## config.mk

```make
export PLATFORM = sky130hd
export DESIGN_NAME = dram_burst_master_flat
export DESIGN_NICKNAME = d
export VERILOG_FILES = /design/src/rtl/dram_burst_pkg.sv /design/src/rtl/dram_burst_master_if.sv /design/src/rtl/dram_burst_fifo.sv /design/src/rtl/dram_burst_master.sv /design/src/flat_wrapper.sv
export SDC_FILE = /design/constraint.sdc
export NUM_CORES = 1
export LEC_CHECK = 0
export CAP_MARGIN = 20
export CORE_MARGIN = 4
export CORE_UTILIZATION = 44
export DETAILED_ROUTE_END_ITERATION = 8
export HOLD_SLACK_MARGIN = 0.12
export MAX_ROUTING_LAYER = met4
export PLACE_DENSITY = 0.77
export SLEW_MARGIN = 10
export SYNTH_ARGS = -nofsm -noshare
export SYNTH_HDL_FRONTEND = slang
export SYNTH_HIERARCHICAL = 1
export SYNTH_SLANG_ARGS = --single-unit
```

## constraint.sdc

```tcl
create_clock -name clk -period 15.8 [get_ports clk]
set_input_delay 3.16 -clock clk [delete_from_list [all_inputs] [get_ports clk]]
set_output_delay 3.16 -clock clk [all_outputs]
set_load 0.02 [all_outputs]
```

## src/rtl/dram_burst_pkg.sv

```systemverilog
// Shared constants, state encoding and word/address types for the DRAM burst master.
package dram_burst_pkg;

    localparam int COL_NUM      = 128;
    localparam int DDR_ADDR_LEN = 25;

    typedef enum logic [2:0] {
        IDLE,
        RD,
        WR,
        DRAIN,
        DONE
    } burst_state_t;

    typedef logic [COL_NUM-1:0]      dram_word_t;
    typedef logic [DDR_ADDR_LEN-1:0] dram_addr_t;

endpackage

```

## src/rtl/dram_burst_master_if.sv

```systemverilog
// DRAM beat bus: at most one request per cycle; read data is returned combinationally in the same cycle.
interface dram_burst_master_if;
    import dram_burst_pkg::*;

    logic       DRAM_valid;
    logic       DRAM_wr_en;
    dram_addr_t DRAM_addr;
    dram_word_t DRAM_rd_data;
    dram_word_t DRAM_wr_data;

    modport master (
        output DRAM_valid,
        output DRAM_wr_en,
        output DRAM_addr,
        output DRAM_wr_data,
        input  DRAM_rd_data
    );

    modport slave (
        input  DRAM_valid,
        input  DRAM_wr_en,
        input  DRAM_addr,
        input  DRAM_wr_data,
        output DRAM_rd_data
    );

endinterface

```

## src/rtl/dram_burst_fifo.sv

```systemverilog
// First-word-fall-through FIFO: a pushed word is visible at head the cycle after the push.
// No internal backpressure; push while full and pop while empty are ignored.
module dram_burst_fifo #(
    parameter int WIDTH = 128,
    parameter int DEPTH = 4
) (
    input  logic             clk,
    input  logic             rst,
    input  logic             push,
    input  logic [WIDTH-1:0] push_data,
    input  logic             pop,
    output logic [WIDTH-1:0] head,
    output logic             empty,
    output logic             full
);

    localparam int AW = $clog2(DEPTH);

    logic [WIDTH-1:0] mem [0:DEPTH-1];
    logic [AW:0]      wr_ptr;
    logic [AW:0]      rd_ptr;
    logic             do_push;
    logic             do_pop;

    // Pointers carry one extra wrap bit so full and empty are distinguishable.
    assign empty   = (wr_ptr == rd_ptr);
    assign full    = (wr_ptr[AW] != rd_ptr[AW]) && (wr_ptr[AW-1:0] == rd_ptr[AW-1:0]);
    assign head    = mem[rd_ptr[AW-1:0]];
    assign do_push = push && !full;
    assign do_pop  = pop && !empty;

    always_ff @(posedge clk) begin
        if (rst) begin
            wr_ptr <= '0;
            rd_ptr <= '0;
        end else begin
            if (do_push) wr_ptr <= wr_ptr + 1'b1;
            if (do_pop)  rd_ptr <= rd_ptr + 1'b1;
        end
    end

    always_ff @(posedge clk) begin
        if (do_push) mem[wr_ptr[AW-1:0]] <= push_data;
    end

endmodule

```

## src/rtl/dram_burst_master.sv

```systemverilog
// Burst initiator: one DRAM beat per cycle; reads reach rd_valid one cycle later, issue stalls on a full FIFO or missing write data.
// Optional beat counters stat_rd_beats/stat_wr_beats exist only when DRAM_BURST_STATS_EN is defined.
module dram_burst_master
    import dram_burst_pkg::*;
#(
    parameter int LEN_W      = 12,
    parameter int FIFO_DEPTH = 4
) (
    input  logic               clk,
    input  logic               rst,
    input  logic               cmd_valid,
    output logic               cmd_ready,
    input  logic               cmd_wr,
    input  dram_addr_t         cmd_addr,
    input  logic [LEN_W-1:0]   cmd_len,
    input  logic               wr_valid,
    output logic               wr_ready,
    input  dram_word_t         wr_data,
    output logic               rd_valid,
    input  logic               rd_ready,
    output dram_word_t         rd_data,
    output logic               busy,
    output logic               done,
`ifdef DRAM_BURST_STATS_EN
    output logic [31:0]        stat_rd_beats,
    output logic [31:0]        stat_wr_beats,
`endif
    dram_burst_master_if.master dram
);

    burst_state_t     state;
    dram_addr_t       base;
    logic [LEN_W-1:0] len;
    logic [LEN_W-1:0] cnt;
    logic             cmd_ready_q;
    logic             busy_q;
    logic             done_q;
    logic             fifo_empty;
    logic             fifo_full;
    logic             fifo_push;
    logic             beat;
    logic             last_beat;

    assign cmd_ready = cmd_ready_q;
    assign busy      = busy_q;
    assign done      = done_q;
    assign beat      = dram.DRAM_valid;
    assign last_beat = (cnt == len - LEN_W'(1));
    assign fifo_push = (state == RD) && !fifo_full;
    assign rd_valid  = !fifo_empty;

    always_comb begin
        dram.DRAM_valid   = 1'b0;
        dram.DRAM_wr_en   = 1'b0;
        dram.DRAM_addr    = '0;
        dram.DRAM_wr_data = '0;
        wr_ready          = 1'b0;
        case (state)
            RD: begin
                dram.DRAM_valid = !fifo_full;
                dram.DRAM_addr  = base + dram_addr_t'(cnt);
            end
            WR: begin
                dram.DRAM_valid   = wr_valid;
                dram.DRAM_wr_en   = 1'b1;
                dram.DRAM_addr    = base + dram_addr_t'(cnt);
                dram.DRAM_wr_data = wr_data;
                wr_ready          = wr_valid;
            end
            default: ;
        endcase
    end

    // Status outputs are registered alongside the state so they never glitch on inputs.
    always_ff @(posedge clk) begin
        if (rst) begin
            state       <= IDLE;
            base        <= '0;
            len         <= '0;
            cnt         <= '0;
            cmd_ready_q <= 1'b1;
            busy_q      <= 1'b0;
            done_q      <= 1'b0;
        end else begin
            done_q <= 1'b0;
            case (state)
                IDLE: begin
                    if (cmd_valid) begin
                        base        <= cmd_addr;
                        len         <= cmd_len;
                        cnt         <= '0;
                        cmd_ready_q <= 1'b0;
                        busy_q      <= 1'b1;
                        if (cmd_len == '0) begin
                            state  <= DONE;
                            done_q <= 1'b1;
                        end else if (cmd_wr) begin
                            state <= WR;
                        end else begin
                            state <= RD;
                        end
                    end
                end
                RD, WR: begin
                    if (beat) begin
                        cnt <= cnt + LEN_W'(1);
                        if (last_beat) begin
                            if (state == RD) begin
                                state <= DRAIN;
                            end else begin
                                state  <= DONE;
                                done_q <= 1'b1;
                            end
                        end
                    end
                end
                DRAIN: begin
                    if (fifo_empty) begin
                        state  <= DONE;
                        done_q <= 1'b1;
                    end
                end
                DONE: begin
                    state       <= IDLE;
                    cmd_ready_q <= 1'b1;
                    busy_q      <= 1'b0;
                end
                default: state <= IDLE;
            endcase
        end
    end

    dram_burst_fifo #(
        .WIDTH (COL_NUM),
        .DEPTH (FIFO_DEPTH)
    ) u_rd_fifo (
        .clk       (clk),
        .rst       (rst),
        .push      (fifo_push),
        .push_data (dram.DRAM_rd_data),
        .pop       (rd_valid && rd_ready),
        .head      (rd_data),
        .empty     (fifo_empty),
        .full      (fifo_full)
    );

`ifdef DRAM_BURST_STATS_EN
    always_ff @(posedge clk) begin
        if (rst) begin
            stat_rd_beats <= '0;
            stat_wr_beats <= '0;
        end else begin
            if (beat && !dram.DRAM_wr_en && (stat_rd_beats != 32'hFFFF_FFFF))
                stat_rd_beats <= stat_rd_beats + 32'd1;
            if (beat && dram.DRAM_wr_en && (stat_wr_beats != 32'hFFFF_FFFF))
                stat_wr_beats <= stat_wr_beats + 32'd1;
        end
    end
`endif

endmodule

```

## src/flat_wrapper.sv

```systemverilog
// flat-port wrapper written by rule: the top's interface ports become plain ports
module dram_burst_master_flat import dram_burst_pkg::*;
#(
    parameter int LEN_W      = 12,
    parameter int FIFO_DEPTH = 4
)
  (clk, rst, cmd_valid, cmd_ready, cmd_wr, cmd_addr, cmd_len, wr_valid, wr_ready, wr_data, rd_valid, rd_ready, rd_data, busy, done, dram_DRAM_valid, dram_DRAM_wr_en, dram_DRAM_addr, dram_DRAM_wr_data, dram_DRAM_rd_data);
  dram_burst_master_if dram_i ();
  input  logic clk;
  input  logic rst;
  input  logic cmd_valid;
  output logic cmd_ready;
  input  logic cmd_wr;
  input  dram_addr_t cmd_addr;
  input  logic [LEN_W-1:0] cmd_len;
  input  logic wr_valid;
  output logic wr_ready;
  input  dram_word_t wr_data;
  output logic rd_valid;
  input  logic rd_ready;
  output dram_word_t rd_data;
  output logic busy;
  output logic done;
  output wire logic [$bits(dram_i.DRAM_valid)-1:0] dram_DRAM_valid;
  output wire logic [$bits(dram_i.DRAM_wr_en)-1:0] dram_DRAM_wr_en;
  output wire logic [$bits(dram_i.DRAM_addr)-1:0] dram_DRAM_addr;
  output wire logic [$bits(dram_i.DRAM_wr_data)-1:0] dram_DRAM_wr_data;
  input wire logic [$bits(dram_i.DRAM_rd_data)-1:0] dram_DRAM_rd_data;
  assign dram_DRAM_valid = dram_i.DRAM_valid;
  assign dram_DRAM_wr_en = dram_i.DRAM_wr_en;
  assign dram_DRAM_addr = dram_i.DRAM_addr;
  assign dram_DRAM_wr_data = dram_i.DRAM_wr_data;
  assign dram_i.DRAM_rd_data = dram_DRAM_rd_data;
  dram_burst_master #(.LEN_W(LEN_W), .FIFO_DEPTH(FIFO_DEPTH)) u_core (.clk(clk), .rst(rst), .cmd_valid(cmd_valid), .cmd_ready(cmd_ready), .cmd_wr(cmd_wr), .cmd_addr(cmd_addr), .cmd_len(cmd_len), .wr_valid(wr_valid), .wr_ready(wr_ready), .wr_data(wr_data), .rd_valid(rd_valid), .rd_ready(rd_ready), .rd_data(rd_data), .busy(busy), .done(done), .dram(dram_i));
endmodule
```

## Word level (Yosys, flattened, before mapping)

Memory sizes are Yosys's and may differ from the RTL's. A register that Yosys moved wholly into a read port is not among the register bits.
Index checks and enable logic that the tools add are counted.

- Muxes and demuxes: 31
- Reduce and logical (&&, ||, !) cells: 16
- $add $sub $neg: 5
- Equality and inequality tests: 12

Operators with widths:

| kind | count |
|---|---|
| $mux 128 | 1 |
| $add 25x12->25 | 1 |
| $mux 25 | 1 |
| $mux 12 | 2 |
| $pmux 12 s2 | 1 |
| $mux 3 | 6 |
| $add 12x1->12 const B | 1 |
| $eq 12x12->1 | 1 |
| $logic_not 12->1 | 1 |
| $mux 1 | 12 |
| $sub 12x1->12 const B | 1 |
| $pmux 3 s3 | 1 |
| $add 3x1->3 const B | 2 |
| $eq 3x2->1 const B | 2 |
| $mux 2 | 3 |
| $ne 2x1->1 const B | 3 |
| $pmux 1 s2 | 3 |
| $logic_and 1x1->1 | 5 |
| $reduce_and 2->1 | 2 |
| $reduce_and 4->1 | 1 |
| $reduce_bool 2->1 | 2 |
| $eq 3x1->1 const B | 1 |
| $eq 3x3->1 | 1 |
| $eq 3x3->1 const B | 1 |
| other kinds (8) | 9 |

- Output and inout bits: 288
- Bits in registers: 61
- Input port bits: 299
- Memories kept: 1
- RAM bits: 512
- Word-level logic and storage cells: 74

Memories:

| name | words | width | read ports | clocked after memory_dff | write ports | RTL line | RTL |
|---|---|---|---|---|---|---|---|
| u_core.u_rd_fifo.mem | 4 | 128 | 1 | 1 | 1 | dram_burst_fifo.sv:19 | `logic [WIDTH-1:0] mem [0:DEPTH-1];` |

## Longest topological paths before layout

Gate-level depths: netlist of the first run.

- Depth after elaboration: 7
- Depth in mapped cells: 11
- Gate-level depth less buffers: 9

## Hierarchy

The synthesis of the first run kept the hierarchy.

By module, submodules not included:

| module | times used | area each (µm²) | cells an instance |
|---|---|---|---|
| dram_burst_fifo | 1 | 18984.5 | 736 |
| dram_burst_master | 1 | 4431.8 | 626 |

## Worst setup path after synthesis of the first run

Ideal clock, no wire load.

- Kind: register -> register
- Start point: reg u_core.u_rd_fifo.wr_ptr[1]
- End point: mem u_core.u_rd_fifo.mem[3][0] (enable)
- Cell stages (with the launch flop): 8
- Arrival time: 7.900 ns
- Period minus slack after synthesis: 8.591 ns
- Required time: 15.109 ns
- Path slack: 7.209 ns
- Cells stage by stage: dfxtp_1 > buf_6 > xnor2_1 > nand2_1 > nor2_1 > nor3_1 > nand2_1 > a31oi_1

- Word-level cells in the longest chain between the ends: 7

RTL lines:

| item | RTL line | RTL |
|---|---|---|
| from (decl) | dram_burst_fifo.sv:20 | `logic [AW:0] wr_ptr;` |
| from (signal assigned) | dram_burst_fifo.sv:37 | `if (do_push) wr_ptr <= wr_ptr + 1'b1;` |
| $eq 2x2->1 | dram_burst_fifo.sv:27 | `assign full = (wr_ptr[AW] != rd_ptr[AW]) && (wr_ptr[AW-1:0] == rd_ptr[AW-1:0]);` |
| $logic_and 1x1->1 | dram_burst_fifo.sv:27 |  |
| named net u_core.fifo_full | dram_burst_master.sv:39 | `logic fifo_full;` |
| $logic_not 1->1 | dram_burst_master.sv:49 | `assign fifo_push = (state == RD) && !fifo_full;` |
| $logic_and 1x1->1 | dram_burst_master.sv:49 |  |
| named net u_core.fifo_push | dram_burst_master.sv:40 | `logic fifo_push;` |
| $logic_and 1x1->1 | dram_burst_fifo.sv:29 | `assign do_push = push && !full;` |
| $mux 1 | dram_burst_fifo.sv:43 | `if (do_push) mem[wr_ptr[AW-1:0]] <= push_data;` |
| $mux 1 (implied by the code) | dram_burst_fifo.sv:43 |  |
| to (decl) | dram_burst_fifo.sv:19 |  |

The timed path passes the listed nets, and every way through them passes these cells.

## Worst setup path in the final report of the first run

- Start point: in wr_valid
- End point: out dram_DRAM_valid

- Word-level cells in the longest chain between the ends: 1

RTL lines:

| item | RTL line | RTL |
|---|---|---|
| from (decl) | flat_wrapper.sv:16 | `input logic wr_valid;` |
| $pmux 1 s2 | dram_burst_master.sv:58 | `case (state)` |
| to (decl) | flat_wrapper.sv:24 | `output wire logic [$bits(dram_i.DRAM_valid)-1:0] dram_DRAM_valid;` |

No other way between the ends.

==> impl_metrics.ini, run 1 <==
[cells_and_area]
drive_above_1_share_pct = 12.17
fill_cells = 3837
final_nets = 2269
fin_cells = 2696
area_growth_pct = 36.14

[clock_network]
cts_setup_buffers = 0
cts-buffers-inserted = 58
postCtsHoldBufs = 0
htree_levels = 2
cts.sinks = 575
clkLatencyLatePin_ns = 0.60
cts-resized-gates = 0
cts_buffer_depth = 3
cts_tree = done
path_clk_slew_ns = 0.06
cts-root-buf = clkbuf_16

[worst_setup_path]
cp_data_arrival_time_ns = 4.76
cp.required_ns = 12.64
cp-start-kind = input pin
end_kind = output pin
crit_fanout = 4
path_class = input pin to output pin

[die]
die_w_um = 238.7
initial_utilization_pct = 44.47
dieArea_sq_um = 56970
num_io_pins = 587
rows = 84
die_h_um = 238.7
coreArea_sq_um = 52660

[power]
finalPower_uw = 3798
p_per_area_nw_per_um2 = 119.1
ir_worst_vdd_mv = 0.08232
p_leak_uw = 0.01034

[routing]
routed_wl_mm = 74.12
vias = 14890
dr.max_layer_used = met4
wire_per_inst_um = 27.49
drt-vias-per-instance = 5.523
wl_met2_mm = 33.25
first_iter_violations = 1220
ant_nets = 0
wl_met1_mm = 31.19
dr_wl_met3_mm = 7.755
first_pass_iters = 5
drcViolationCount = 0

[yosys]
synth_cell_types = 60
syn_nets = 1681
synth_edf_count = 512
ys.flop_type = edfxtp_1
yosysSeqAreaShare_pct = 71.04
netlist_instances = 1362
syn_area_per_cell_sq_um = 17.19
ys_seq_elements = 575
async_reset_ff_share_pct = 0
yosys_warnings = 6
synth_area_sq_um = 23420

[sta]
hold_viol = 0
finClkSkew_ns = 0.03003
rsz0062_at_grt = no
worst_pin_slew_ns = 1.086
setup_viol = 0
period_share_pct = 50.16
finalSetupTns_ns = 0
report.final.slew_viol_count = 0
maxSlewHeadroom_pct = 27.57
period_minus_slack_ns = 7.925
fmax_mhz = 126.2

[global_route]
grt_max_degree = 86
grt-ovfl-total = 0
grtUsageTotal_pct = 26.10
grt_pass1_vias = 15173
grt_pass1_wl_mm = 104.7
antenna_found_initial = 17

[placed_design]
gp_congestion = 0.9719
dp_cells = 2578
numPortBuffers = 586
dp.final_hpwl_mm = 52.77

[min_path]
hp-class = register to register

[flow_run]
drv_cap = 0

[outcome]
outcome = finished clean
==> cell usage in the layout, fill, tap and decap left out, drive strengths merged, types with 9 or more instances in the layout <==
cell           instances
clkdlybuf4s50        585
edfxtp               512
and2                 134
mux4                 129
nand2                108
clkbuf                78
dfxtp                 63
a21oi                 62
nor2                  29
o21ai                 23
inv                   21
ha                    19
xor2                  17
clkinv                17
xnor2                 16
nand4                 14
buf                   14
nor3                  13
diode                 11
o211ai                10
nand3                  9
==> cells by family (layout without fill, tap and decap cells) <==
logic type | Yosys count | in the layout | synth area share (%)
DFF | 575 | 575 | 71.04
and+or+nand+nor | 363 | 363 | 8.303
AOI/OAI and AO/OA | 147 | 147 | 3.970
muxes | 132 | 132 | 12.54
buffers and inverters | 92 | 727 | 1.806
xor gates and xnor gates | 33 | 33 | 1.234
adders and majority gates | 20 | 20 | 1.101
other | 0 | 11 | 0
==> per-layer routing <==
| metal | vias up | GRT usage [%] |
|---|---|---|
| li1 | 6531 | - |
| met4 | 0 | 7.318 |
| met1 | 7510 | 36.19 |
| met5 | - | - |
| met3 | 100 | 8.929 |
| met2 | 749 | 37.14 |
==> report_power, final <==
part,internal [uW],leakage [uW],switching (uW)
clock network,814,0.000921,557
logic,309,0.00427,357
registers,1730,0.00515,36.0
total,2850,0.0103,950
==> sequential cells by signal (all words and copies together), names as in the netlist, named ones only <==
signal and cells:
u_core/base 25, u_core/state 3, u_core/u_rd_fifo/rd_ptr 3, u_core/cnt 12, u_core/u_rd_fifo/mem 512, u_core/u_rd_fifo/wr_ptr 3
u_core/busy 1, u_core/cmd_ready 1, u_core/len 12, u_core/done 1
==> layout make-up <==
cell class / instances / area (sq um) / area share [%]
well taps: 688 / 860.8 / 2.700
clock inverters: 29 / 342.8 / 1.075
inverters: 21 / 78.83 / 0.2473
clock buffers: 78 / 1579 / 4.953
repair buffers: 599 / 5958 / 18.69
diodes: 11 / 27.53 / 0.08635
multi-input cells: 695 / 6387 / 20.04
flip-flops and latches: 575 / 16640 / 52.21
==> critical path, stage by stage <==
cell and delay (ns):
clkdlybuf4s50_1 0.49, and2_1 0.18, nor2_1 0.10, inv_1 0.18, clkdlybuf4s50_1 0.65
==> cell usage after synthesis (3+ instances only) <==
cell type	number	area (sq um)
xnor2_1	16	140.1
o21a_1	7	52.55
or2_2	5	31.28
dfxtp_1	63	1261
or4_1	6	45.04
a21oi_1	62	310.3
buf_4	13	97.59
o21ai_0	23	115.1
buf_6	3	33.78
nor3b_1	6	45.04
nor4_1	7	43.79
a211o_1	4	35.03
a2111o_1	5	56.30
nand4_1	14	87.58
a21o_1	4	30.03
xor2_1	17	148.9
nor3_1	13	65.06
a211oi_1	7	52.55
nor2b_1	5	31.28
nor2_1	29	108.9
nand3_1	9	45.04
ha_1	19	237.7
mux4_2	129	2905
buf_2	5	25.02
a31oi_1	6	37.54
or3_1	7	43.79
edfxtp_1	512	15370
o211ai_1	10	75.07
clkbuf_1	44	165.2
inv_1	21	78.83
o31ai_1	4	30.03
and3_1	7	43.79
and2_1	134	838.3
nand3b_1	3	22.52
buf_1	6	22.52
nand2_1	108	405.4
==> metrics by stage <==
step / cell area (sq um) / setup slack [ns] / hold slack (ns) / utilization, %
final: 31880 / 7.875 / 0.4647 / 60.54
after global routing: 31870 / 7.779 / 0.4880 / 60.53
after CTS: 31850 / 7.863 / 0.4645 / 60.49
after detailed placement: 29930 / 7.876 / 0.4549 / 56.84
after global placement: 29930 / 7.854 / 0.4504 / 56.84
after floorplan: 23420 / 7.209 / 0.4406 / -
==> worst paths after layout <==
check | to | cells after the start | startpoint | slack, ns
setup / recovery | dram_DRAM_valid | 5 | wr_valid | 7.88
hold / removal | u_core/base[11]$_SDFFE_PP0P_ | 2 | u_core/base[11]$_SDFFE_PP0P_ | 0.46
setup reg to reg | u_core/u_rd_fifo/mem[3][46]$_DFFE_PP_ | 8 | u_core/u_rd_fifo/wr_ptr[1]$_SDFFE_PP0P_ | 11.14
hold reg to reg | u_core/base[11]$_SDFFE_PP0P_ | 2 | u_core/base[11]$_SDFFE_PP0P_ | 0.46
No activity file was read; power rests on OpenSTA's default activity.
==> run 2: changes to the inputs <==
==> constraint.sdc (replaced) <==
create_clock -name clk -period 8.3 [get_ports clk]
set_input_delay 1.66 -clock clk [delete_from_list [all_inputs] [get_ports clk]]
set_output_delay 1.66 -clock clk [all_outputs]
set_load 0.02 [all_outputs]
==> run 2 against run 1 <==
Clock-buffer cell count is 14 lower; register-to-register slack lost 7.1 ns; critical endpoint is now dram_DRAM_addr[22]; critical path type is now register to output pin; global-route usage fell by 1.6 points; setup slack lost 5.1 ns; via count shrank 1.4%; utilization increased by 0.18 points; final cell count unchanged.
==> impl_metrics.ini, run 2 (synthesis gave the netlist of run 1 again) <==
[routing]
drcViolationCount = 0
drt-vias-per-instance = 5.445
ant_nets = 0
wire_per_inst_um = 25.76
first_iter_violations = 979
routed_wl_mm = 69.44
first_pass_iters = 5
vias = 14680

[min_path]
hp-class = register to register

[sta]
hold_slack_ns = 0.4635
fmax_mhz = 182.0
worst_pin_slew_ns = 1.074
maxSlewHeadroom_pct = 28.40
period_share_pct = 66.19
setup_viol = 0
period_minus_slack_ns = 5.494
finClkSkew_ns = 0.01743
report.final.slew_viol_count = 0
rsz0062_at_grt = no
finalSetupTns_ns = 0
hold_viol = 0

[die]
dieArea_sq_um = 56970
coreArea_sq_um = 52660
num_io_pins = 587
initial_utilization_pct = 44.47
die_w_um = 238.7
rows = 84
die_h_um = 238.7

[global_route]
grt_max_degree = 131
grt-ovfl-total = 0
grt_pass1_wl_mm = 100.3
grtUsageTotal_pct = 24.45
antenna_found_initial = 8
grt_pass1_vias = 15072

[worst_setup_path]
cp_data_arrival_time_ns = 3.83
rrSetupSlack_ns = 4.08
cp-start-kind = register
end_kind = output pin
critPathMaxStageDelay_ns = 0.66
cp_common_cell = o21ai_0
crit_fanout = 13
critical-path-top-delay-family = compound AO/OA/AOI/OAI gates
path_class = register to output pin
crit_path_cell_trace = ha_1, inv_1, fa_1, nor2b_1, o21a_1, o21ai_0, a211o_1, a2111o_1, o21ai_0, clkdlybuf4s50_1
cp.required_ns = 6.64
crit_buf_inv = 2
crit_path_top_delay_cell = clkdlybuf4s50_1

[power]
ir_worst_vdd_mv = 0.1542
p_leak_uw = 0.01040
p_per_area_nw_per_um2 = 227.2

[placed_design]
dp.final_hpwl_mm = 48.26
numPortBuffers = 586
gp_congestion = 0.9303

[cells_and_area]
area_growth_pct = 36.55
final_common_cell = clkdlybuf4s50_1
drive_above_1_share_pct = 12.75
final_nets = 2272
fill_cells = 3826
mostFrequentLayoutCells = 586 x clkdlybuf4s50_1, 512 x edfxtp_1, 131 x and2_1, 129 x mux4_2, 108 x nand2_1
largest_register_ffs = 512

[clock_network]
cts_tree = done
clkLatencyLatePin_ns = 0.60
cts-resized-gates = 0
cts-buffers-inserted = 57
htree_levels = 2
cts_buffer_depth = 3
cts-root-buf = clkbuf_16
path_clk_slew_ns = 0.06
postCtsHoldBufs = 0
cts_setup_buffers = 0
cts.sinks = 575

[flow_run]
drv_cap = 0

[outcome]
outcome = finished clean
## run 2: final timing paths
path,start,endpoint,cells past startpoint
min,u_core/base[0]$_SDFFE_PP0P_,u_core/base[0]$_SDFFE_PP0P_,2
max,u_core/cnt[0]$_SDFFE_PP0P_,dram_DRAM_addr[22],10
max reg2reg,u_core/u_rd_fifo/wr_ptr[1]$_SDFFE_PP0P_,u_core/u_rd_fifo/mem[2][92]$_DFFE_PP_,8
min reg2reg,u_core/base[0]$_SDFFE_PP0P_,u_core/base[0]$_SDFFE_PP0P_,2
## run 2: area by class of cell
cell class                      instances  area (sq um)  area share, %
Antenna cell                            8         20.02        0.06261
Clock buffer                           64          1484          4.641
Clock inverter                         42         506.7          1.585
Inverter                               21         78.83         0.2465
Multi-Input combinational cell        695          6387          19.98
Sequential cell                       575         16640          52.05
Tap cell                              688         860.8          2.692
Timing Repair Buffer                  603          5993          18.74
## run 2: worst reg2reg max path: cells and delay by family (launching register included)
kind | cells | cell delay (ns)
AOI/OAI and AO/OA | 1 | 0.27
xor gates and xnor gates | 1 | 0.28
DFF | 1 | 0.51
buffers and inverters | 2 | 0.92
and+or+nand+nor | 4 | 1.81
## run 2: routing by layer
metal / track usage (%) / wire, um / vias to the layer above
met4: 6.385 / 1823 / 0
met2: 38.97 / 34470 / 628
li1: - / - / 6516
met1: 32.11 / 27940 / 7453
met5: - / 0 / -
met3: 5.699 / 5215 / 83
## run 2: stage by stage
step | instances | setup WS [ns] | area [sq um] | total power [uW] | util [%]
detailed placement | 2582 | 3.340 | 29960 | 4651 | 56.91
global placement | 2582 | 3.343 | 29960 | 4638 | 56.91
global route | 2695 | 2.568 | 31970 | 7543 | 60.72
floorplan | 1362 | 2.400 | 23420 | 4025 | -
finish | 2696 | 2.806 | 31970 | 7263 | 60.72
CTS | 2688 | 2.784 | 31950 | 7336 | 60.69
## run 2: power breakdown
part	internal (uW)	switching, uW
clock	1580	1100
sequential	3280	60.4
combinational	590	655
==> run 3: changes to the inputs <==
--- a/config.mk
+++ b/config.mk
@@ -11,7 +11,7 @@
 export DETAILED_ROUTE_END_ITERATION = 8
 export HOLD_SLACK_MARGIN = 0.12
 export MAX_ROUTING_LAYER = met4
-export PLACE_DENSITY = 0.77
+export PLACE_DENSITY = 0.8
 export SLEW_MARGIN = 10
 export SYNTH_ARGS = -nofsm -noshare
 export SYNTH_HDL_FRONTEND = slang
==> constraint.sdc (replaced) <==
create_clock -name clk -period 4.8 [get_ports clk]
set_input_delay 0.96 -clock clk [delete_from_list [all_inputs] [get_ports clk]]
set_output_delay 0.96 -clock clk [all_outputs]
set_load 0.02 [all_outputs]
==> run 3 against run 2 <==
Hold slack better by 0.0016 ns; combinational power increased by 78%; clock skew decreased by 0.0060 ns; wire length is 6.4% higher; via count is 0.59% higher; critical endpoint is now dram_DRAM_addr[15].
==> impl_metrics.ini, run 3 (synthesis gave the netlist of run 1 again) <==
[clock_network]
htree_levels = 2
cts.sinks = 575
cts-buffers-inserted = 55
postCtsHoldBufs = 0
clkLatencyLatePin_ns = 0.60
cts_tree = done
cts-root-buf = clkbuf_16
path_clk_slew_ns = 0.06
cts_buffer_depth = 3

[routing]
wl_met1_mm = 30.33
wl_met2_mm = 33.35
ant_nets = 0
drt-vias-per-instance = 5.473
vias = 14766
first_iter_violations = 1211
drcViolationCount = 0
wire_per_inst_um = 27.40
first_pass_iters = 5
dr_wl_met3_mm = 8.963
routed_wl_mm = 73.91
dr.max_layer_used = met4

[global_route]
grt-ovfl-total = 0
grt_pass1_wl_mm = 104.2
antenna_found_initial = 22
grt_max_degree = 86
grt_pass1_vias = 15027
grtUsageTotal_pct = 25.96

[die]
num_io_pins = 587
die_h_um = 238.7
coreArea_sq_um = 52660
rows = 84
dieArea_sq_um = 56970
initial_utilization_pct = 44.47
die_w_um = 238.7

[sta]
hold_viol = 0
period_share_pct = 95.24
fmax_mhz = 218.8
maxSlewHeadroom_pct = 39.32
finClkSkew_ns = 0.01140
rsz0062_at_grt = no
setup_slack_ns = 0.2287
worst_pin_slew_ns = 0.9102
report.final.slew_viol_count = 0
period_minus_slack_ns = 4.571
finalSetupTns_ns = 0
setup_viol = 0

[worst_setup_path]
rrSetupSlack_ns = 1.34
cp.required_ns = 3.84
r2r_cells = 8
crit_path_top_delay_cell = clkdlybuf4s50_1
crit_buf_inv = 1
path_class = register to output pin
reg2reg_to = u_core/u_rd_fifo/mem[1][82]$_DFFE_PP_
cp_common_cell = o21a_1
crit_path_cell_trace = ha_1, o21a_1, o21ai_0, a211o_1, o21a_1, or4_1, a21oi_1, clkdlybuf4s50_1
reg2reg_from = u_core/u_rd_fifo/wr_ptr[0]$_SDFFE_PP0P_
cp.depth = 8
cp_data_arrival_time_ns = 3.61
crit_path_end = dram_DRAM_addr[15]
crit_fanout = 12
cp-start-kind = register
critPathMaxStageDelay_ns = 0.65
cp-startpoint = u_core/cnt[5]$_SDFFE_PP0P_
critical-path-top-delay-family = compound AO/OA/AOI/OAI gates
end_kind = output pin

[min_path]
hp-class = register to register

[power]
finalPower_uw = 12080
p_leak_uw = 0.01041
ir_worst_vdd_mv = 0.2935
p_per_area_nw_per_um2 = 379.2

[cells_and_area]
mostFrequentLayoutCells = 579 x clkdlybuf4s50_1, 512 x edfxtp_1, 131 x and2_1, 129 x mux4_2, 108 x nand2_1
multiInputGateArea_sq_um = 6394
fill_cells = 3889
largest_register_ffs = 512
seqCellArea_sq_um = 16640
area_growth_pct = 36.10
final_nets = 2275
fin_cells = 2698
drive_above_1_share_pct = 11.91
final_common_cell = clkdlybuf4s50_1

[placed_design]
dp_cells = 2585
preCtsSetupSlack_ns = 0.6107
gp_congestion = 0.9373
numPortBuffers = 586
dp.final_hpwl_mm = 52.98

[outcome]
outcome = finished clean

[flow_run]
drv_cap = 0
## run 3: tightest hold or removal path: stages (launching register included)
cell     delay (ns)
dfxtp_1        0.31
nand2_1        0.05
a21oi_1        0.05
## run 3: cell type report
| cell class | instances | area share, % |
|---|---|---|
| antenna | 11 | 0.08637 |
| clock buffer | 76 | 4.566 |
| clock inverter | 24 | 0.7302 |
| inverter | 21 | 0.2473 |
| multi-input combinational | 695 | 20.06 |
| sequential | 575 | 52.22 |
| tap | 688 | 2.701 |
| timing repair buffer | 608 | 19.39 |
## run 3: how the worst min path moves through the flow
stage,start,to,slack [ns],cells after the start
2_1_floorplan,u_core/base[0]$_SDFFE_PP0P_,u_core/base[0]$_SDFFE_PP0P_,0.44,2
3_3_place_gp,u_core/base[11]$_SDFFE_PP0P_,u_core/base[11]$_SDFFE_PP0P_,0.45,2
3_5_place_dp,u_core/base[10]$_SDFFE_PP0P_,u_core/base[10]$_SDFFE_PP0P_,0.46,2
4_1_cts,u_core/base[10]$_SDFFE_PP0P_,u_core/base[10]$_SDFFE_PP0P_,0.47,2
5_1_grt,u_core/base[8]$_SDFFE_PP0P_,u_core/base[8]$_SDFFE_PP0P_,0.49,2
6_report,u_core/base[11]$_SDFFE_PP0P_,u_core/base[11]$_SDFFE_PP0P_,0.47,2
## run 3: repair_timing
item / 4_1_cts / 5_1_grt
gates resized for setup: 2 / 9
hold endpoints to repair: 0 / 0
pin swaps: 0 / 1
setup endpoints to repair: 1 / 5
setup buffers: 0 / 2
## run 3: per-layer routing
layer / up-vias / GRT usage (%)
met1: 7403 / 35.94
met4: 0 / 5.523
met2: 766 / 36.97
met3: 64 / 10.06
li1: 6533 / -
met5: - / -
## run 3: report_power, final
group	switching (uW)	leakage (uW)	internal [uW]
registers	106	0.00515	5680
clock network	1790	0.000810	2280
logic	1190	0.00446	1040
total	3090	0.0104	9000
## run 3: through the flow
stage          hold slack, ns  instance area [sq um]  utilization, %
2_1_floorplan          0.4406                  23440               -
3_3_place_gp           0.4469                  30130           57.22
3_5_place_dp           0.4577                  30130           57.22
4_1_cts                0.4666                  31820           60.42
5_1_grt                0.4900                  31860           60.51
6_report               0.4651                  31870           60.53
